**config.mk**
```make
export PLATFORM = sky130hd
export DESIGN_NAME = if_id_ctrl_flat
export DESIGN_NICKNAME = d
export VERILOG_FILES = /design/src/rtl/if_id_if.sv /design/src/rtl/if_id_ctrl.sv /design/src/flat_wrapper.sv
export SDC_FILE = /design/constraint.sdc
export NUM_CORES = 1
export LEC_CHECK = 0
export CAP_MARGIN = 15
export CORE_MARGIN = 8
export CORE_UTILIZATION = 44
export DETAILED_ROUTE_END_ITERATION = 16
export GPL_TIMING_DRIVEN = 0
export HOLD_SLACK_MARGIN = 0.06
export PLACE_DENSITY = 0.81
export REMOVE_ABC_BUFFERS = 1
export SETUP_SLACK_MARGIN = 0.5
export SKIP_CTS_REPAIR_TIMING = 1
export SLEW_MARGIN = 20
export SYNTH_ARGS = -nofsm -noshare
export SYNTH_HDL_FRONTEND = slang
export SYNTH_SLANG_ARGS = --single-unit
```
**constraint.sdc**
```tcl
create_clock -name clk -period 2.87 [get_ports clk]
set_input_delay 0.4305 -clock clk [delete_from_list [all_inputs] [get_ports clk]]
set_output_delay 0.4305 -clock clk [all_outputs]
set_load 0.01 [all_outputs]
```
**src/rtl/if_id_if.sv**
```systemverilog
// if_id_if: fetch/decode/EX-feedback bundle around the IF/ID controller.
// The controller takes the slave side; fetch/EX/bench take the master side.
interface if_id_if #(
    parameter int XLEN  = 32,
    parameter int CNT_W = 16
);
    logic             if_valid;
    logic [XLEN-1:0]  if_instruccion;
    logic [XLEN-1:0]  if_pc;
    logic             if_ready;
    logic [XLEN-1:0]  id_instruccion;
    logic [XLEN-1:0]  id_pc;
    logic             id_valid;
    logic             id_bubble;
    logic             ex_mem_read;
    logic [4:0]       ex_rd;
    logic             branch_taken;
    logic             ex_stall;
    logic [CNT_W-1:0] bubble_count;

    modport slave (
        input  if_valid, if_instruccion, if_pc, ex_mem_read, ex_rd, branch_taken, ex_stall,
        output if_ready, id_instruccion, id_pc, id_valid, id_bubble, bubble_count
    );

    modport master (
        output if_valid, if_instruccion, if_pc, ex_mem_read, ex_rd, branch_taken, ex_stall,
        input  if_ready, id_instruccion, id_pc, id_valid, id_bubble, bubble_count
    );
endinterface

```
**src/rtl/if_id_ctrl.sv**
```systemverilog
// if_id_ctrl: IF/ID pipeline register with fetch handshake, one-bubble
// load-use hazard insertion, branch flush and a saturating bubble counter.
module if_id_ctrl #(
    parameter int              XLEN  = 32,
    parameter logic [XLEN-1:0] NOP   = 32'h0000_0013,
    parameter int              CNT_W = 16
) (
    input logic     clk,
    input logic     rst,
    if_id_if.slave  bus
);
    typedef enum logic [1:0] {RUN, STALL, FLUSH} state_e;

    state_e           state_q, state_d;
    logic [XLEN-1:0]  instr_q, instr_d, pc_q, pc_d;
    logic             valid_q, valid_d;
    logic [CNT_W-1:0] cnt_q, cnt_d;
    logic [6:0]       opcode;
    logic             uses_rs1, uses_rs2, hazard, count_en, ready, bubble;

    assign opcode = instr_q[6:0];

    always_comb begin
        uses_rs1 = opcode inside {7'b0110011, 7'b0010011, 7'b0000011, 7'b0100011, 7'b1100011, 7'b1100111};
        uses_rs2 = opcode inside {7'b0110011, 7'b0100011, 7'b1100011};
        hazard   = valid_q & bus.ex_mem_read & (bus.ex_rd != 5'd0) &
                   ((uses_rs1 & (instr_q[19:15] == bus.ex_rd)) | (uses_rs2 & (instr_q[24:20] == bus.ex_rd)));
    end

    always_comb begin
        state_d  = state_q;
        instr_d  = instr_q;
        pc_d     = pc_q;
        valid_d  = valid_q;
        count_en = 1'b0;
        ready    = 1'b0;
        bubble   = 1'b0;
        if (bus.branch_taken) begin
            valid_d  = 1'b0;
            instr_d  = NOP;
            state_d  = FLUSH;
            count_en = 1'b1;
        end else if (!bus.ex_stall) begin
            if (state_q == FLUSH) begin
                state_d = RUN;
            end else if (state_q == RUN && hazard) begin
                state_d  = STALL;
                count_en = 1'b1;
                bubble   = 1'b1;
            end else begin
                // STALL ignores the hazard so each load-use costs exactly one bubble
                ready   = 1'b1;
                state_d = RUN;
                valid_d = bus.if_valid;
                instr_d = bus.if_valid ? bus.if_instruccion : NOP;
                pc_d    = bus.if_valid ? bus.if_pc : pc_q;
            end
        end
        cnt_d = (count_en && !(&cnt_q)) ? cnt_q + 1'b1 : cnt_q;
    end

    always_ff @(posedge clk) begin
        if (rst) begin
            state_q <= RUN;
            instr_q <= NOP;
            pc_q    <= '0;
            valid_q <= 1'b0;
            cnt_q   <= '0;
        end else begin
            state_q <= state_d;
            instr_q <= instr_d;
            pc_q    <= pc_d;
            valid_q <= valid_d;
            cnt_q   <= cnt_d;
        end
    end

    assign bus.if_ready       = ready & ~rst;
    assign bus.id_bubble      = bubble;
    assign bus.id_instruccion = instr_q;
    assign bus.id_pc          = pc_q;
    assign bus.id_valid       = valid_q;
    assign bus.bubble_count   = cnt_q;
endmodule

```
**src/flat_wrapper.sv**
```systemverilog
// flat-port wrapper written by rule: the top's interface ports become plain ports
module if_id_ctrl_flat 
#(
    parameter int              XLEN  = 32,
    parameter logic [XLEN-1:0] NOP   = 32'h0000_0013,
    parameter int              CNT_W = 16
)
  (clk, rst, bus_if_valid, bus_if_instruccion, bus_if_pc, bus_ex_mem_read, bus_ex_rd, bus_branch_taken, bus_ex_stall, bus_if_ready, bus_id_instruccion, bus_id_pc, bus_id_valid, bus_id_bubble, bus_bubble_count);
  if_id_if #(.XLEN(XLEN), .CNT_W(CNT_W)) bus_i ();
  input logic clk;
  input logic rst;
  input wire logic [$bits(bus_i.if_valid)-1:0] bus_if_valid;
  input wire logic [$bits(bus_i.if_instruccion)-1:0] bus_if_instruccion;
  input wire logic [$bits(bus_i.if_pc)-1:0] bus_if_pc;
  input wire logic [$bits(bus_i.ex_mem_read)-1:0] bus_ex_mem_read;
  input wire logic [$bits(bus_i.ex_rd)-1:0] bus_ex_rd;
  input wire logic [$bits(bus_i.branch_taken)-1:0] bus_branch_taken;
  input wire logic [$bits(bus_i.ex_stall)-1:0] bus_ex_stall;
  output wire logic [$bits(bus_i.if_ready)-1:0] bus_if_ready;
  output wire logic [$bits(bus_i.id_instruccion)-1:0] bus_id_instruccion;
  output wire logic [$bits(bus_i.id_pc)-1:0] bus_id_pc;
  output wire logic [$bits(bus_i.id_valid)-1:0] bus_id_valid;
  output wire logic [$bits(bus_i.id_bubble)-1:0] bus_id_bubble;
  output wire logic [$bits(bus_i.bubble_count)-1:0] bus_bubble_count;
  assign bus_i.if_valid = bus_if_valid;
  assign bus_i.if_instruccion = bus_if_instruccion;
  assign bus_i.if_pc = bus_if_pc;
  assign bus_i.ex_mem_read = bus_ex_mem_read;
  assign bus_i.ex_rd = bus_ex_rd;
  assign bus_i.branch_taken = bus_branch_taken;
  assign bus_i.ex_stall = bus_ex_stall;
  assign bus_if_ready = bus_i.if_ready;
  assign bus_id_instruccion = bus_i.id_instruccion;
  assign bus_id_pc = bus_i.id_pc;
  assign bus_id_valid = bus_i.id_valid;
  assign bus_id_bubble = bus_i.id_bubble;
  assign bus_bubble_count = bus_i.bubble_count;
  if_id_ctrl #(.XLEN(XLEN), .NOP(NOP), .CNT_W(CNT_W)) u_core (.clk(clk), .rst(rst), .bus(bus_i));
endmodule
```
### After elaboration in Yosys (flattened, before gate mapping)

Cells that the tools add are included.

* flip-flop bits (word level): 83
* input port bits: 75
* output and inout port bits: 83
* logic and storage cells: 54

* add/subtract/negate cells: 1
* equal/unequal tests: 10
* multiplexer cells: 14
* bitwise logic cells: 12
* reductions and logical operators: 11

Operators by type and width (number)
* $mux W32: 1
* $add A16 B1 Y16 const B: 1
* $reduce_and A16 Y1: 1
* $eq A7 B6 Y1 const B: 2
* $eq A7 B7 Y1 const B: 2
* $eq A5 B5 Y1: 2
* $mux W1: 10
* $eq A7 B2 Y1 const B: 1
* $eq A7 B5 Y1 const B: 1
* $and A1 B1 Y1: 6
* $mux W2: 3
* $reduce_bool A6 Y1: 1
* $not A1 Y1: 5
* $reduce_and A5 Y1: 1
* $reduce_bool A5 Y1: 1
* $reduce_and A3 Y1: 1
* $reduce_bool A3 Y1: 1
* $eq A2 B2 Y1 const B: 1
* $logic_and A1 B1 Y1: 2
* $logic_not A2 Y1: 1
* $ne A2 B2 Y1 const B: 1
* $reduce_or A2 Y1: 1
* $logic_not A1 Y1: 1
* $or A1 B1 Y1: 1

### Logic depth before layout (Yosys ltp)

* word-level depth: 11
* mapped depth: 8
* gate-level depth less buffers: 6

### Worst setup path after synthesis

OpenSTA, ideal clock, no wires.

* path type: input port to output port
* from: input port bus_ex_rd[3]
* to: output port bus_id_bubble
* data arrival time: 1800 ps
* required time: 2440 ps
* slack: 639 ps
* stages on the path: 4
* path buffers: 0
* cell sequence: xor2_1 a2111oi_4 nand4_1 a2111oi_0

* cells in the longest elaborated chain, start to end: 9
* elaborated cells on any way between the ends: 13
* classes of those cells: eq/ne: 2; mux: 4; bitwise: 5; reduce/logical: 2

RTL lines
* start: declaration: RTL line flat_wrapper.sv:16 `input wire logic [$bits(bus_i.ex_rd)-1:0] bus_ex_rd;`
* $eq A5 B5 Y1: RTL line if_id_ctrl.sv:27 `((uses_rs1 & (instr_q[19:15] == bus.ex_rd)) | (uses_rs2 & (instr_q[24:20] == bus.ex_rd)));`
* $and A1 B1 Y1: RTL line if_id_ctrl.sv:27
* $or A1 B1 Y1: RTL line if_id_ctrl.sv:27
* $and A1 B1 Y1 (*): RTL line if_id_ctrl.sv:26 `hazard = valid_q & bus.ex_mem_read & (bus.ex_rd != 5'd0) &`
* $logic_and A1 B1 Y1 (*): RTL line if_id_ctrl.sv:46 `end else if (state_q == RUN && hazard) begin`
* $mux W1 (*): RTL line if_id_ctrl.sv:46
* $mux W1 (*): RTL line if_id_ctrl.sv:44 `if (state_q == FLUSH) begin`
* $mux W1 (*): RTL line if_id_ctrl.sv:43 `end else if (!bus.ex_stall) begin`
* $mux W1 (*): RTL line if_id_ctrl.sv:38 `if (bus.branch_taken) begin`
* end: declaration: RTL line flat_wrapper.sv:23 `output wire logic [$bits(bus_i.id_bubble)-1:0] bus_id_bubble;`

Every way passes the cells marked *; elsewhere a longest branch is shown, timed or not.

### Worst setup path in the final report

* from: register u_core.instr_q[3] (netlist: u_core.bus.id_instruccion[3])
* to: output port bus_if_ready

* cells in the longest elaborated chain, start to end: 11
* elaborated cells on any way between the ends: 18
* classes of those cells: eq/ne: 6; mux: 4; bitwise: 5; reduce/logical: 3

RTL lines
* start: declaration: RTL line if_id_ctrl.sv:15 `logic [XLEN-1:0] instr_q, instr_d, pc_q, pc_d;`
* start signal: assignment: RTL line if_id_ctrl.sv:71 `instr_q <= instr_d;`
* $eq A7 B6 Y1, or another cell as far along: RTL line if_id_ctrl.sv:24, if_id_ctrl.sv:25
* $reduce_bool A6 Y1 or $reduce_bool A3 Y1 (tied branches): RTL line if_id_ctrl.sv:24, if_id_ctrl.sv:25
* $and A1 B1 Y1: RTL line if_id_ctrl.sv:27
* $or A1 B1 Y1 (*): RTL line if_id_ctrl.sv:27
* $and A1 B1 Y1 (*): RTL line if_id_ctrl.sv:26
* $logic_and A1 B1 Y1 (*): RTL line if_id_ctrl.sv:46
* $mux W1 (*): RTL line if_id_ctrl.sv:46
* $mux W1 (*): RTL line if_id_ctrl.sv:44
* $mux W1 (*): RTL line if_id_ctrl.sv:43
* $mux W1 (*): RTL line if_id_ctrl.sv:38
* $and A1 B1 Y1 (*): RTL line if_id_ctrl.sv:78 `assign bus.if_ready = ready & ~rst;`
* end: declaration: RTL line flat_wrapper.sv:19 `output wire logic [$bits(bus_i.if_ready)-1:0] bus_if_ready;`

Marks and branches as above.

==> results.rst <==
.. list-table::
   :header-rows: 1

   * - Metric
     - Value
   * - Result of the run
     - finished, final reports clean
   * - Chip Width
     - 111.7 µm
   * - Pre-CTS setup slack
     - -762.5 ps
   * - Sum of overflow across all layers after global routing
     - 0
   * - Residual antenna-violating net count after detailed routing
     - 0
   * - Final GP Congestion
     - 0.7295
   * - Gate Count Post-Synth
     - 445
   * - Max FO, Critical Path
     - 7
   * - Family with the most delay on the worst path
     - simple AND/OR/NAND/NOR gates
   * - Clock latency at the later pin of the worst-skew pair
     - 350 ps
   * - Number of pins exceeding their max-slew limit in the final report
     - 0
   * - Crit share post-route
     - 0.9016
   * - CP max-delay cell
     - sky130_fd_sc_hd__nor4_4
   * - Primary FF master, synth
     - sky130_fd_sc_hd__dfxtp_1
   * - Detailed-route wire length
     - 12300 µm
   * - Switching share of total power
     - 0.2462
   * - Worst-margin pin slew
     - 837.6 ps
   * - Cell row count
     - 35
   * - Buffer depth of the longest clock path
     - 2
   * - Multiplexer share of the synthesized area
     - 0.1157
   * - Setup-failing EPs final
     - 0
   * - Sequential power share
     - 0.510
   * - Final critical delay including setup and external delays
     - 2587 ps
   * - Internal Power
     - 1.765 mW
   * - Clock-pin slew on the worst setup and hold paths
     - 90 ps
   * - Leak Pwr
     - 2.058 nW
   * - Area of the core
     - 0.009065 mm²
   * - Switch Pwr
     - 0.5764 mW
   * - Crit path from
     - u_core.bus.id_instruccion[3]$_SDFFE_PP0P_
   * - Proportion of power drawn by the clock network
     - 0.346
   * - Total power
     - 2.342 mW
   * - Share of the yosys chip area belonging to registers
     - 0.4120
   * - Root Driver
     - sky130_fd_sc_hd__clkbuf_8
   * - Count of buffer and inverter cells on the critical path
     - 1
   * - Number of synthesized flops with an enable pin
     - 0
   * - Clock tree from TritonCTS
     - yes
   * - Post-layout net count
     - 669
   * - Top library cells by usage in the layout, fill and taps aside
     - sky130_fd_sc_hd__clkdlybuf4s50_1, sky130_fd_sc_hd__dfxtp_1, sky130_fd_sc_hd__nand2b_1
   * - First-pass GRT wire length
     - 19280 µm
   * - Max IR drop VDD
     - 0.0002180 V
   * - Floorplan die height
     - 111.7 µm
   * - Fraction of the mapped netlist area in simple logic gates
     - 0.2411
   * - Setup Crit Path Kind
     - reg -> out
   * - Per-instance average area after synthesis
     - 9.062 µm²
   * - CTS H-tree depth
     - 3
   * - DR vias/cell
     - 5.449
   * - Synth Area in XOR/XNOR
     - 0.02172
   * - Reg-to-reg critical path startpoint
     - u_core.bus.id_instruccion[3]$_SDFFE_PP0P_
   * - Final core area utilization
     - 0.6656
   * - Kind of end point of the critical path
     - output port
   * - Synth Cell Area
     - 0.004033 mm²
   * - Worst slew margin relative to its limit
     - 0.4415
   * - Proportion of register bits with asynchronous set or reset after synthesis
     - 0
   * - FMAX
     - 0.3865 GHz
   * - Total clock sinks
     - 83
   * - Post-Synth Adder-Cell Area
     - 0.003103
   * - Worst setup slack after layout
     - 282.5 ps
   * - Combinational family with the most area after synthesis
     - simple AND/OR/NAND/NOR gates
   * - Layout overhead on the synthesized area
     - 49.61%
   * - Synth Register Bits
     - 83
   * - Worst Clk Skew
     - 9.861 ps
   * - Total global-route track usage
     - 0.1874
   * - Detailed-route wire length per cell
     - 17.37 µm
   * - Sequence of cells on the critical path
     - nand3b_1 -> nor4_4 -> nand4_1 -> a21oi_4 -> nor3_1 -> buf_2
   * - Fin. Hold Viols
     - 0
   * - Setup repair after global routing missed its margin
     - true
   * - Max-cap viol count
     - 0
   * - Initial Utilization
     - 0.4449
   * - Count of vias placed by the detailed router
     - 3858
   * - Warnings, synthesis
     - 0
   * - Number of top-level design ports
     - 158
   * - Ant. Diodes
     - 0
   * - PwrDens
     - 388.1 mW/mm²
   * - Combinational share of power
     - 0.145
   * - Data required, critical path
     - 2440 ps
   * - Worst slack on hold paths
     - 471.7 ps
   * - Half-perimeter wire length of the detailed placement result
     - 8567 µm
   * - Full die area
     - 0.01248 mm²
   * - Number of input and output port buffers inserted
     - 157
   * - Detailed Routing Iterations Pass 1
     - 5
   * - Share of final-layout standard cells stronger than drive strength 1
     - 0.1139
   * - TritonCTS Buffers
     - 9
   * - Count of unique library cells instantiated by Yosys
     - 45
   * - Maximum single-stage delay on the critical path
     - 350 ps
   * - Critical path startpoint category
     - flop
   * - DR DRC count
     - 0
   * - Hold/Removal Path Class
     - reg -> reg
   * - Initial DRC count
     - 189
   * - Antenna violations before repair
     - 0
   * - Hold path startpoint
     - u_core.bus.id_pc[5]$_SDFFE_PP0P_
   * - Largest net degree at the start of global routing
     - 97
   * - Most common library cell in the layout ignoring fill and taps
     - sky130_fd_sc_hd__clkdlybuf4s50_1
   * - Vias in the first global route
     - 3797
   * - Compound-gate portion of the synthesized area
     - 0.1579
   * - Arr. time, crit path
     - 2160 ps
[metal layers]
layer	share of wire	global-route usage
met2	0.45	0.2936
met1	0.42	0.2185
met3	0.12	0.09361
met5	0	0
met4	0.0088	0.05925
[Yosys cell counts (4+ instances only)]
cell / instances / area, µm²
sky130_fd_sc_hd__a211oi_1: 6 / 45.04
sky130_fd_sc_hd__a21oi_1: 45 / 225.2
sky130_fd_sc_hd__clkbuf_1: 26 / 97.59
sky130_fd_sc_hd__dfxtp_1: 83 / 1662
sky130_fd_sc_hd__inv_1: 7 / 26.28
sky130_fd_sc_hd__mux2_2: 11 / 123.9
sky130_fd_sc_hd__mux2i_1: 32 / 320.3
sky130_fd_sc_hd__nand2_1: 9 / 33.78
sky130_fd_sc_hd__nand2b_1: 64 / 400.4
sky130_fd_sc_hd__nand3_1: 7 / 35.03
sky130_fd_sc_hd__nand4_1: 34 / 212.7
sky130_fd_sc_hd__nor2_1: 17 / 63.81
sky130_fd_sc_hd__nor2b_1: 13 / 81.33
sky130_fd_sc_hd__o21ai_0: 35 / 175.2
sky130_fd_sc_hd__xnor2_1: 4 / 35.03
sky130_fd_sc_hd__xor2_1: 6 / 52.55
[tightest hold or removal path, cell delays in order (launching register included)]
cell and delay, ps:
sky130_fd_sc_hd__dfxtp_1 320, sky130_fd_sc_hd__nand2b_1 60, sky130_fd_sc_hd__mux2i_1 50
[metrics by stage]
stage / area [µm²] / instances / TNS [ps]
after floorplan: 3867 / 409 / -13920
after global placement: 5578 / 677 / -106890
after detailed placement: 5662 / 679 / -24290
after CTS: 5844 / 694 / -10280
after global routing: 6033 / 708 / 0
final: 6033 / 708 / 0
[sequential cells by signal, summed over array words and instances, names as in the netlist]
register                   count
u_core.bus.bubble_count       16
u_core.bus.id_instruccion     32
u_core.bus.id_valid            1
u_core.state_q                 2
u_core.bus.id_pc              32
[path summary, 6_finish.rpt]
path                                              end  cells past startpoint  slack, ps
min                  u_core.bus.id_pc[5]$_SDFFE_PP0P_                      2        470
min reg2reg          u_core.bus.id_pc[5]$_SDFFE_PP0P_                      2        470
max reg2reg  u_core.bus.bubble_count[15]$_SDFFE_PP0P_                      6        500
max                                      bus_if_ready                      6        280
[power groups by stage]
stage          Combinational [mW]  Sequential (mW)  Clock (mW)
2_1_floorplan               0.105             1.23           0
3_3_place_gp                0.319             1.22           0
3_5_place_dp                0.330             1.22           0
4_1_cts                     0.332             1.19       0.839
5_1_grt                     0.368             1.20       0.884
6_report                    0.339             1.19       0.810
[cells by family after synthesis]
family                   after synthesis
multiplexers                          45
AO/OA/AOI/OAI                        100
flip-flops                            83
XOR/XNOR                              10
AND/OR/NAND/NOR                      162
adder cells (fa/ha/maj)                1
buffers and inverters                 44
[final cells by class]
class / instances / area [µm²]
inverter: 8 / 30.03
tap: 111 / 138.9
multi-input combinational: 320 / 2277
timing repair buffer: 171 / 1742
clock inverter: 5 / 55.05
fill: 749 / 3032
clock buffer: 10 / 127.6
sequential: 83 / 1663
(Power assumes the default switching activity.)
